$ cat config.mk
export PLATFORM = sky130hd
export DESIGN_NAME = peripheral_adder_responder
export DESIGN_NICKNAME = d
export VERILOG_FILES = /design/src/rtl/peripheral_adder_responder.sv
export SDC_FILE = /design/constraint.sdc
export NUM_CORES = 1
export LEC_CHECK = 0
export ABC_AREA = 1
export ABC_CLOCK_PERIOD_IN_PS = 2100
export CORE_UTILIZATION = 51
export CTS_CLUSTER_SIZE = 16
export DETAILED_ROUTE_END_ITERATION = 10
export PLACE_DENSITY = 0.75
export SYNTH_ARGS = -nofsm -noshare
export SYNTH_HDL_FRONTEND = slang
export SYNTH_SLANG_ARGS = --single-unit
$ cat constraint.sdc
create_clock -name clk -period 2.1 [get_ports clk]
set_input_delay 0.42 -clock clk [delete_from_list [all_inputs] [get_ports clk]]
set_output_delay 0.42 -clock clk [all_outputs]
set_load 0.03 [all_outputs]
$ cat src/rtl/peripheral_adder_responder.sv
// Operand/sum responder: adds accepted operand pairs and returns the sums in
// acceptance order through a small result FIFO, with delivery and carry counters.
module peripheral_adder_responder #(
    parameter int DATA_WIDTH = 8,
    parameter int FIFO_DEPTH = 4,
    parameter int CNT_WIDTH  = 16
) (
    input  logic                          clk,
    input  logic                          rst,
    input  logic                          in_valid,
    output logic                          in_ready,
    input  logic [DATA_WIDTH-1:0]         ip1,
    input  logic [DATA_WIDTH-1:0]         ip2,
    output logic                          out_valid,
    input  logic                          out_ready,
    output logic [DATA_WIDTH:0]           out,
    output logic [$clog2(FIFO_DEPTH):0]   level,
    output logic [CNT_WIDTH-1:0]          txn_count,
    output logic [CNT_WIDTH-1:0]          carry_count
);

    localparam int PTR_W = $clog2(FIFO_DEPTH);
    localparam int LVL_W = PTR_W + 1;
    localparam logic [LVL_W-1:0] LVL_FULL = LVL_W'(FIFO_DEPTH);

    logic [DATA_WIDTH:0] mem [FIFO_DEPTH];
    logic [PTR_W-1:0]    wr_ptr;
    logic [PTR_W-1:0]    rd_ptr;
    logic [LVL_W-1:0]    level_next;
    logic [DATA_WIDTH:0] sum;
    logic                push;
    logic                pop;

    assign sum       = {1'b0, ip1} + {1'b0, ip2};
    assign out_valid = (level != '0);
    assign push      = in_valid && in_ready;
    assign pop       = out_valid && out_ready;
    assign out       = mem[rd_ptr];

    always_comb begin
        level_next = level;
        case ({push, pop})
            2'b10:   level_next = level + LVL_W'(1);
            2'b01:   level_next = level - LVL_W'(1);
            default: level_next = level;
        endcase
    end

    // Storage is cleared on reset so the head reads zero until the first push.
    always_ff @(posedge clk or negedge rst) begin
        if (!rst) begin
            for (int i = 0; i < FIFO_DEPTH; i++) begin
                mem[i] <= '0;
            end
        end else if (push) begin
            mem[wr_ptr] <= sum;
        end
    end

    always_ff @(posedge clk or negedge rst) begin
        if (!rst) begin
            wr_ptr <= '0;
            rd_ptr <= '0;
            level  <= '0;
        end else begin
            if (push) begin
                wr_ptr <= wr_ptr + PTR_W'(1);
            end
            if (pop) begin
                rd_ptr <= rd_ptr + PTR_W'(1);
            end
            level <= level_next;
        end
    end

    // Registered from the next level, so a pop while full reopens the input
    // one cycle later rather than bypassing in the same cycle.
    always_ff @(posedge clk or negedge rst) begin
        if (!rst) begin
            in_ready <= 1'b0;
        end else begin
            in_ready <= (level_next != LVL_FULL);
        end
    end

    always_ff @(posedge clk or negedge rst) begin
        if (!rst) begin
            txn_count   <= '0;
            carry_count <= '0;
        end else begin
            if (pop) begin
                txn_count <= txn_count + CNT_WIDTH'(1);
            end
            if (push && sum[DATA_WIDTH]) begin
                carry_count <= carry_count + CNT_WIDTH'(1);
            end
        end
    end

endmodule

### Word-level counts from Yosys, hierarchy flattened

Index checks and enable logic that the tools add are counted.
Widths: inputs -> output; s select.

* add/sub/neg operators: 7
* order comparisons: 3
* eq/ne operators: 3
* muxes and demuxes: 7
* bitwise operators: 2
* reduce and logical (&&, ||, !) cells: 5

Operators with widths (count)
* $bwmux 36: 1
* $add 16x1->16 const B: 2
* $mux 9: 3
* $bmux 9 s2: 1
* $demux 9 s2: 1
* $add 8x8->9: 1
* $ge 3x3->1 const B: 2
* $not 2->3: 2
* $pmux 3 s2: 1
* $add 2x1->2 const B: 2
* $logic_and 1x1->1: 4
* $add 3x1->3 const B: 1
* $lt 3x1->1 const B: 1
* $ne 3x3->1 const B: 1
* $reduce_bool 3->1: 1
* $sub 3x1->3 const B: 1
* $eq 2x1->1 const B: 1
* $eq 2x2->1 const B: 1

* flip-flop bits (word level): 76
* input bits: 20
* output and inout bits: 46
* logic and storage cells: 37

### Longest topological paths before layout

* word-level depth: 6
* mapped depth: 12
* mapped depth without buffers: 11

### Worst setup path before layout

No wires, ideal clock.

* kind: register to register
* start: reg level[2]
* end: reg in_ready
* setup time: 124 ps
* arrival: 2281 ps
* setup slack: -305 ps
* stages on the path, launching flop included: 13
* cells stage by stage: dfrtp_1 > inv_1 > nand2_1 > nand2_1 > buf_2 > inv_2 > ha_1 > inv_1 > fa_1 > a21oi_1 > o21ai_0 > xor2_1 > nand2_1

* word-level cells in the longest chain between the ends: 5

Ends and longest elaborated chain
* start, declared: RTL line 17 `output logic [$clog2(FIFO_DEPTH):0] level,`
* start signal, assigned: RTL line 72 `level <= level_next;`
* $reduce_bool 3->1 (*): RTL line 35 `assign out_valid = (level != '0);`
* via out_valid: RTL line 14 `output logic out_valid,`
* $logic_and 1x1->1 (*): RTL line 37 `assign pop = out_valid && out_ready;`
* via pop: RTL line 32 `logic pop;`
* $eq 2x1->1 / $eq 2x2->1 (equally long branches): RTL line 42 `case ({push, pop})`
* $pmux 3 s2 (*): RTL line 42
* via level_next[2]: RTL line 29 `logic [LVL_W-1:0] level_next;`
* $ne 3x3->1 (*): RTL line 82 `in_ready <= (level_next != LVL_FULL);`
* end signal, assigned: RTL line 82
* end, declared: RTL line 11 `output logic in_ready,`

Mark *: on every way through the listed nets, which the timed path passes. The rest lies on a longest branch.
A chain may end at the register's enable or synchronous reset.

### Final worst setup path

* start: reg level[1]
* end: out out_valid

* word-level cells in the longest chain between the ends: 1

Ends and longest elaborated chain (RTL line)
* $reduce_bool 3->1: 35
* end, declared: 14

No other way between the ends.

==> impl_metrics.py <==
metrics = {
    "power": {
        "combPwrFrac_pct": 44.2,
        "internal_power_mw": 4.055,
        "powerDensity_nw_per_um2": 1282,
        "clkPwrFrac_pct": 21.8,
        "p_sw_mw": 2.831,
        "leakagePower_nw": 2.674,
        "ir_worst_vdd_v": 0.0009697,
        "swShare_pct": 41.11,
        "power_frac_seq_pct": 34.1,
    },
    "sta": {
        "setup_ws_ns": 0.08674,
        "setup_tns_ns": 0,
        "finalMaxSlewViolations": 0,
        "max_freq_ghz": 0.4967,
        "tightest_slew_ns": 0.3713,
        "post-route-period-util_pct": 95.87,
        "setup_viol": 0,
        "rsz0062_at_grt": "no",
        "relSlewSlack_pct": 75.25,
        "fin_crit_ns": 2.013,
        "final_hold_viol_count": 0,
        "clock_skew_ns": 0.007477,
    },
    "synth": {
        "syn_nets": 598,
        "synth_cell_types": 31,
        "ys_seq_area_share_pct": 45.18,
        "synth.yosys.warnings": 0,
        "syn-cell-area_sq_um": 4209,
        "async_reset_ff_share_pct": 100.0,
        "avgSynthCellArea_sq_um": 7.503,
        "syn_inst": 561,
        "synth_top_cell_by_area": "dfrtp_1",
        "synth_edf_count": 0,
        "synthFlopType": "dfrtp_1",
        "synthTopCellsByArea": "dfrtp_1, nand2_1, nor2_1",
        "synth-seq-cells": 76,
        "synth_top_cell_area_share_pct": 45.18,
    },
    "worst_setup_path": {
        "startpoint_type": "register",
        "worstPathCellList": "nor2_2 -> nand2_4 -> clkdlybuf4s50_1",
        "r2r_slack_ns": 0.22,
        "path_delay_family": "buffers and inverters",
        "worstRegToRegCells": 11,
        "rr_startpoint": "level[0]",
        "end_kind": "primary output",
        "slowest_stage": "clkdlybuf4s50_1",
        "crit_type": "register to primary output",
        "crit_buf_inv": 1,
        "r2r_end": "in_ready",
        "worstPathMaxFanout": 4,
        "critPathRequiredTime_ns": 1.68,
        "cp.arrival_ns": 1.59,
        "slowest_delay_ns": 0.59,
    },
    "routing": {
        "dr_wl_met2_mm": 4.597,
        "postRouteAntennaNets": 0,
        "first_pass_iters": 5,
        "vias": 3889,
        "wl_met3_um": 481,
        "m1WireLength_mm": 4.478,
        "top_layer": "met4",
        "viasPerCell": 5.151,
        "drc": 0,
        "first_iter_violations": 201,
        "routedWlPerCell_um": 12.95,
        "wl_mm": 9.778,
    },
    "floorplan": {
        "initial_core_util_pct": 53.64,
        "dieArea_sq_um": 8620,
        "chipWidth_um": 92.85,
        "coreArea_sq_um": 7848,
        "fp.dieH_um": 92.85,
        "std_cell_rows": 32,
        "ios": 66,
    },
    "cells_and_area": {
        "antenna_cells": 0,
        "final_design_area_no_fill_sq_um": 5373,
        "drive_gt1_share_pct": 10.26,
        "fillerInstances": 666,
        "layout_commonest_cell": "nand2_1",
        "syn_to_final_growth_pct": 27.65,
        "multi_input_area_sq_um": 2058,
        "fin_cells": 755,
        "finish.utilization_pct": 68.46,
        "ff_latch_area_sq_um": 1906,
        "nNetsFinal": 685,
        "final_cell_mix": "nand2_1, dfrtp_1, nor2_1",
    },
    "job": {
        "maxCapViolCount": 0,
    },
    "placed_design": {
        "port_buffers": 65,
        "dpl.hpwl_mm": 7.051,
        "gp_congestion": 0.8595,
        "pre_cts_ws_ns": -0.1817,
        "postPlaceCellArea_sq_um": 5091,
        "dp.cells": 738,
    },
    "cts": {
        "clockRootBuffer": "clkbuf_8",
        "postCtsSetupRepairBufs": 0,
        "h-tree-depth": 3,
        "cts.sinks": 76,
        "cts_buffer_depth": 2,
        "clk_pin_slew_ns": 0.08,
        "cts_buffers": 9,
        "cts_tree": "done",
        "clock_latency_ns": 0.35,
    },
    "grt": {
        "track_usage_pct": 25.07,
        "grt_pass1_wl_mm": 17.03,
        "grt_pass1_vias": 3760,
        "grt_max_degree": 29,
        "grt_overflow_total": 0,
        "antenna_found_initial": 0,
    },
    "hold_path": {
        "holdCritPathClass": "register to register",
        "hp-start": "mem[25]",
        "min_to": "mem[25]",
        "holdPathStages": 2,
    },
    "run_status": {
        "status": "completed",
    },
}
[cell usage after synthesis, types with 2 or more instances]
library cell / count
a21o_1: 2
a21oi_1: 3
buf_2: 6
clkbuf_1: 3
clkinv_1: 2
dfrtp_1: 76
fa_1: 2
ha_1: 15
inv_1: 49
nand2_1: 213
nand2_4: 2
nand3_1: 41
nand3b_1: 2
nand4_1: 8
nor2_1: 59
nor2_2: 2
nor3_1: 2
o21ai_0: 34
o21ai_1: 2
o22ai_1: 9
xnor2_1: 10
xor2_1: 10
[sequential cells by signal, summed over array words and instances, names as in the netlist]
signal	cells
rd_ptr	2
in_ready	1
txn_count	16
level	3
mem	36
carry_count	16
wr_ptr	2
[kinds of logic (layout without fill, tap and decap cells)]
kind of cell / Yosys count / in the layout / share of synthesized area [%]
DFF: 76 / 76 / 45.18
adders and majority gates: 17 / 17 / 5.410
buffers and inverters: 64 / 156 / 6.213
xor gates and xnor gates: 20 / 20 / 4.162
AOI/OAI and AO/OA: 51 / 51 / 6.540
and+or+nand+nor: 333 / 333 / 32.49
[worst max-delay path by stage]
stage	to	cells past startpoint	from	slack, ns
6_report	out_valid	3	level[1]	0.09
5_1_grt	out_valid	3	level[1]	0.05
4_1_cts	out[8]	4	rd_ptr[1]	0.02
3_5_place_dp	in_ready	10	out_ready	-0.18
3_3_place_gp	in_ready	10	out_ready	-0.15
2_1_floorplan	in_ready	12	level[1]	0.02
[worst reg2reg max path: stages (launching register included)]
cell	delay [ns]
dfrtp_2	0.41
nor2_2	0.06
nand2_4	0.07
nand2_2	0.07
inv_4	0.06
ha_1	0.12
inv_1	0.05
fa_1	0.39
a21oi_1	0.15
o21ai_0	0.11
xor2_1	0.20
nand2_1	0.08
[power groups by stage]
stage	clock, mW	combinational [mW]	sequential, mW
finish	1.50	3.04	2.34
global route	1.57	3.34	2.41
CTS	1.52	3.05	2.34
detailed placement	0	3.04	2.36
global placement	0	2.97	2.35
floorplan	0	1.75	2.53
[layout make-up]
class / count / share of cell area [%]
clock buffers: 9 / 2.306
well taps: 102 / 2.375
flip-flops and latches: 76 / 35.47
clock inverters: 7 / 2.725
multi-input cells: 421 / 38.31
inverters: 53 / 3.819
repair buffers: 87 / 15.00
[stage by stage]
| stage | power, mW | hold WS, ns |
|---|---|---|
| finish | 6.885 | 0.4793 |
| global route | 7.328 | 0.5012 |
| CTS | 6.913 | 0.4812 |
| detailed placement | 5.399 | 0.3398 |
| global placement | 5.317 | 0.3347 |
| floorplan | 4.280 | 0.1244 |
[layer usage]
layer  global-route usage, %  vias up
met5                       0        -
met4                   9.872        0
met1                   33.05     1808
met3                   3.859       25
li1                        -     1950
met2                   41.36      106
[what timing repair did]
action,4_1_cts,5_1_grt
hold buffers,1,0
endpoints found under the setup margin,9,4
gates resized for setup,1,1
pin swaps,0,0
hold endpoints to repair,21,0
Note: power is estimated with default switching activity, not from simulation.
==> RTL edit (same settings) <==
The parameter `CNT_WIDTH` goes from 16 to 14.
--- a/src/rtl/peripheral_adder_responder.sv
+++ b/src/rtl/peripheral_adder_responder.sv
@@ -3,7 +3,7 @@
 module peripheral_adder_responder #(
     parameter int DATA_WIDTH = 8,
     parameter int FIFO_DEPTH = 4,
-    parameter int CNT_WIDTH  = 16
+    parameter int CNT_WIDTH  = 14
 ) (
     input  logic                          clk,
     input  logic                          rst,
Interface: changed (resized carry_count and txn_count); port bits go from 66 to 62. No check against the original RTL was run, so the function may have changed too.
==> RTL edit against the original RTL <==
Design area decreased by 3.0%; cell count is 3.8% lower; routed wire length shrank 4.2%; highest routed layer unchanged; combinational power grew 13%; clock skew up 4.3 ps; worst setup slack improved by 3.0 ps; clock power is 27% lower; largest power group unchanged; sequential cell count shrank 4; total power about the same; critical endpoint is now out[8]; synthesized area is 3.5% lower; critical path depth up 2.
==> RTL edit: results (changes against the original RTL) <==
| Metric | Value |
|---|---|
| Outcome | `finished, final reports clean (unchanged)` |
| Maximum vdd ir drop | `1.07 mV (was 0.970 mV)` |
| FF-to-FF path depth | `9 (was 11)` |
| Sequential element share of the synthesized area | `44.4% (was 45.2%)` |
| Dpl cells | `710 (was 738)` |
| Final WL | `9370 um (was 9780 um)` |
| Fin nets | `656 (was 685)` |
| Filler Cell Count | `670 (was 666)` |
| Footprint of the multi-input gates | `2010 um2 (was 2060 um2)` |
| ClkCell Share | `3.79% (was 5.03%)` |
| Worst Clk Skew | `11.7 ps (was 7.48 ps)` |
| Clock buffer count | `11 (was 9)` |
| Avg Inst Size Synth | `7.80 um2 (was 7.50 um2)` |
| Share of post-route cells with drive strength above 1 | `17.0% (was 10.3%)` |
| Most frequent cells after synthesis | `nand2_1 (170), dfrtp_1 (72), nor2_1 (49) (was nand2_1 (213), dfrtp_1 (76), nor2_1 (59))` |
| Reg clk slew, reported paths | `80 ps (about the same)` |
| Pleak | `2.57 nW (was 2.67 nW)` |
| Max_slew headroom | `73.5% (was 75.2%)` |
| Met1 GRT Util | `31.7% (was 33.0%)` |
| Number of global-route vias before repair | `3506 (was 3760)` |
| Comb_multi_in | `391 (was 421)` |
| Worst-path maximum fanout | `15 (was 4)` |
| First-pass GRT wire length | `15800 um (was 17000 um)` |
| Register area | `1810 um2 (was 1910 um2)` |
| DRT iter0 DRCs | `153 (was 201)` |
| # H-tree levels | `3 (unchanged)` |
| Multi-input combinational area share | `38.5% (was 38.3%)` |
| Via density | `5.10 (was 5.15)` |
| Number of port buffers | `61 (was 65)` |
| HPWL after DPL | `6890 um (was 7050 um)` |
| Netlist cell types | `32 (was 31)` |
| Synthesized net count | `558 (was 598)` |
| TritonCTS Sinks | `72 (was 76)` |
| Met3 usage | `4.44% (was 3.86%)` |
| Total GRT Usage | `23.8% (was 25.1%)` |
| Routability Congestion | `0.840 (was 0.860)` |
| Pin count of the biggest net entering global routing | `73 (was 29)` |
| Placed Area | `5010 um2 (was 5090 um2)` |
| Met2 Track Usage GR | `39.6% (was 41.4%)` |
| Inverters | `47 (was 53)` |
| Final non-clock buffer share | `17.1% (was 15.0%)` |
| Non-clock buffer count | `98 (was 87)` |
| Hold Crit Class | `input pin to async pin (was register to register)` |
| Synth area leaders | `dfrtp_1 (44%), nand2_1 (16%), ha_1 (4.6%) (was dfrtp_1 (45%), nand2_1 (19%), nor2_1 (5.3%))` |
| Top flop regs | `mem (36), carry_count (14), txn_count (14) (was mem (36), carry_count (16), txn_count (16))` |
| Post-place setup slack | `-340 ps (was -182 ps)` |
| Vias post-DR | `3701 (was 3889)` |
-- RTL edit: cell types whose count changed in the layout (fill, tap and decap cells not counted), moves of 3 or more --
cell             delta
nand2_1            -41
clkdlybuf4s50_1     -5
nand2_2            +26
inv_1               -4
buf_4              +12
nor2_1              -9
dfrtp_1             -4
nand3_1             -5
bufinv_16           -3
-- RTL edit: final timing paths --
check	from	to	slack [ps]
min in group clk	mem[11]	mem[11]	480
max in group asynchronous	rst	level[0]	1680
min	rst	mem[7]	70
max reg2reg	level[2]	in_ready	200
max	rd_ptr[0]	out[8]	90
min reg2reg	mem[11]	mem[11]	480
-- RTL edit: logic make-up (layout without fill, tap and decap cells) --
logic type / after synthesis / after routing / synth area share (%)
AO/OA/AOI/OAI: 54 / 54 / 7.21
XOR/XNOR: 19 / 19 / 4.10
adder cells (fa/ha/maj): 17 / 17 / 5.61
buffers and inverters: 58 / 161 / 6.25
flip-flops: 72 / 72 / 44.4
AND/OR/NAND/NOR: 301 / 301 / 32.5
-- RTL edit: layer usage --
metal  vias to the layer above  routed length [um]
li1                       1842                   -
met1                      1730                4170
met2                       115                4570
met3                        14                 514
met4                         0                 112
met5                         -                   0
-- RTL edit: repair_timing --
item	CTS	global route
gates resized for setup	3	3
setup endpoints to repair	9	9
hold endpoints to repair	0	0
-- RTL edit: where the power goes --
part	internal, mW	switching (mW)
combinational	1.39	2.06
sequential	1.92	0.410
clock	0.580	0.518
total	3.89	2.99
-- RTL edit: critical path, stage by stage (launching register included) --
cell	delay [ps]
dfrtp_2	450
clkinv_2	110
buf_4	220
nor2_1	60
o22ai_1	210
buf_4	200
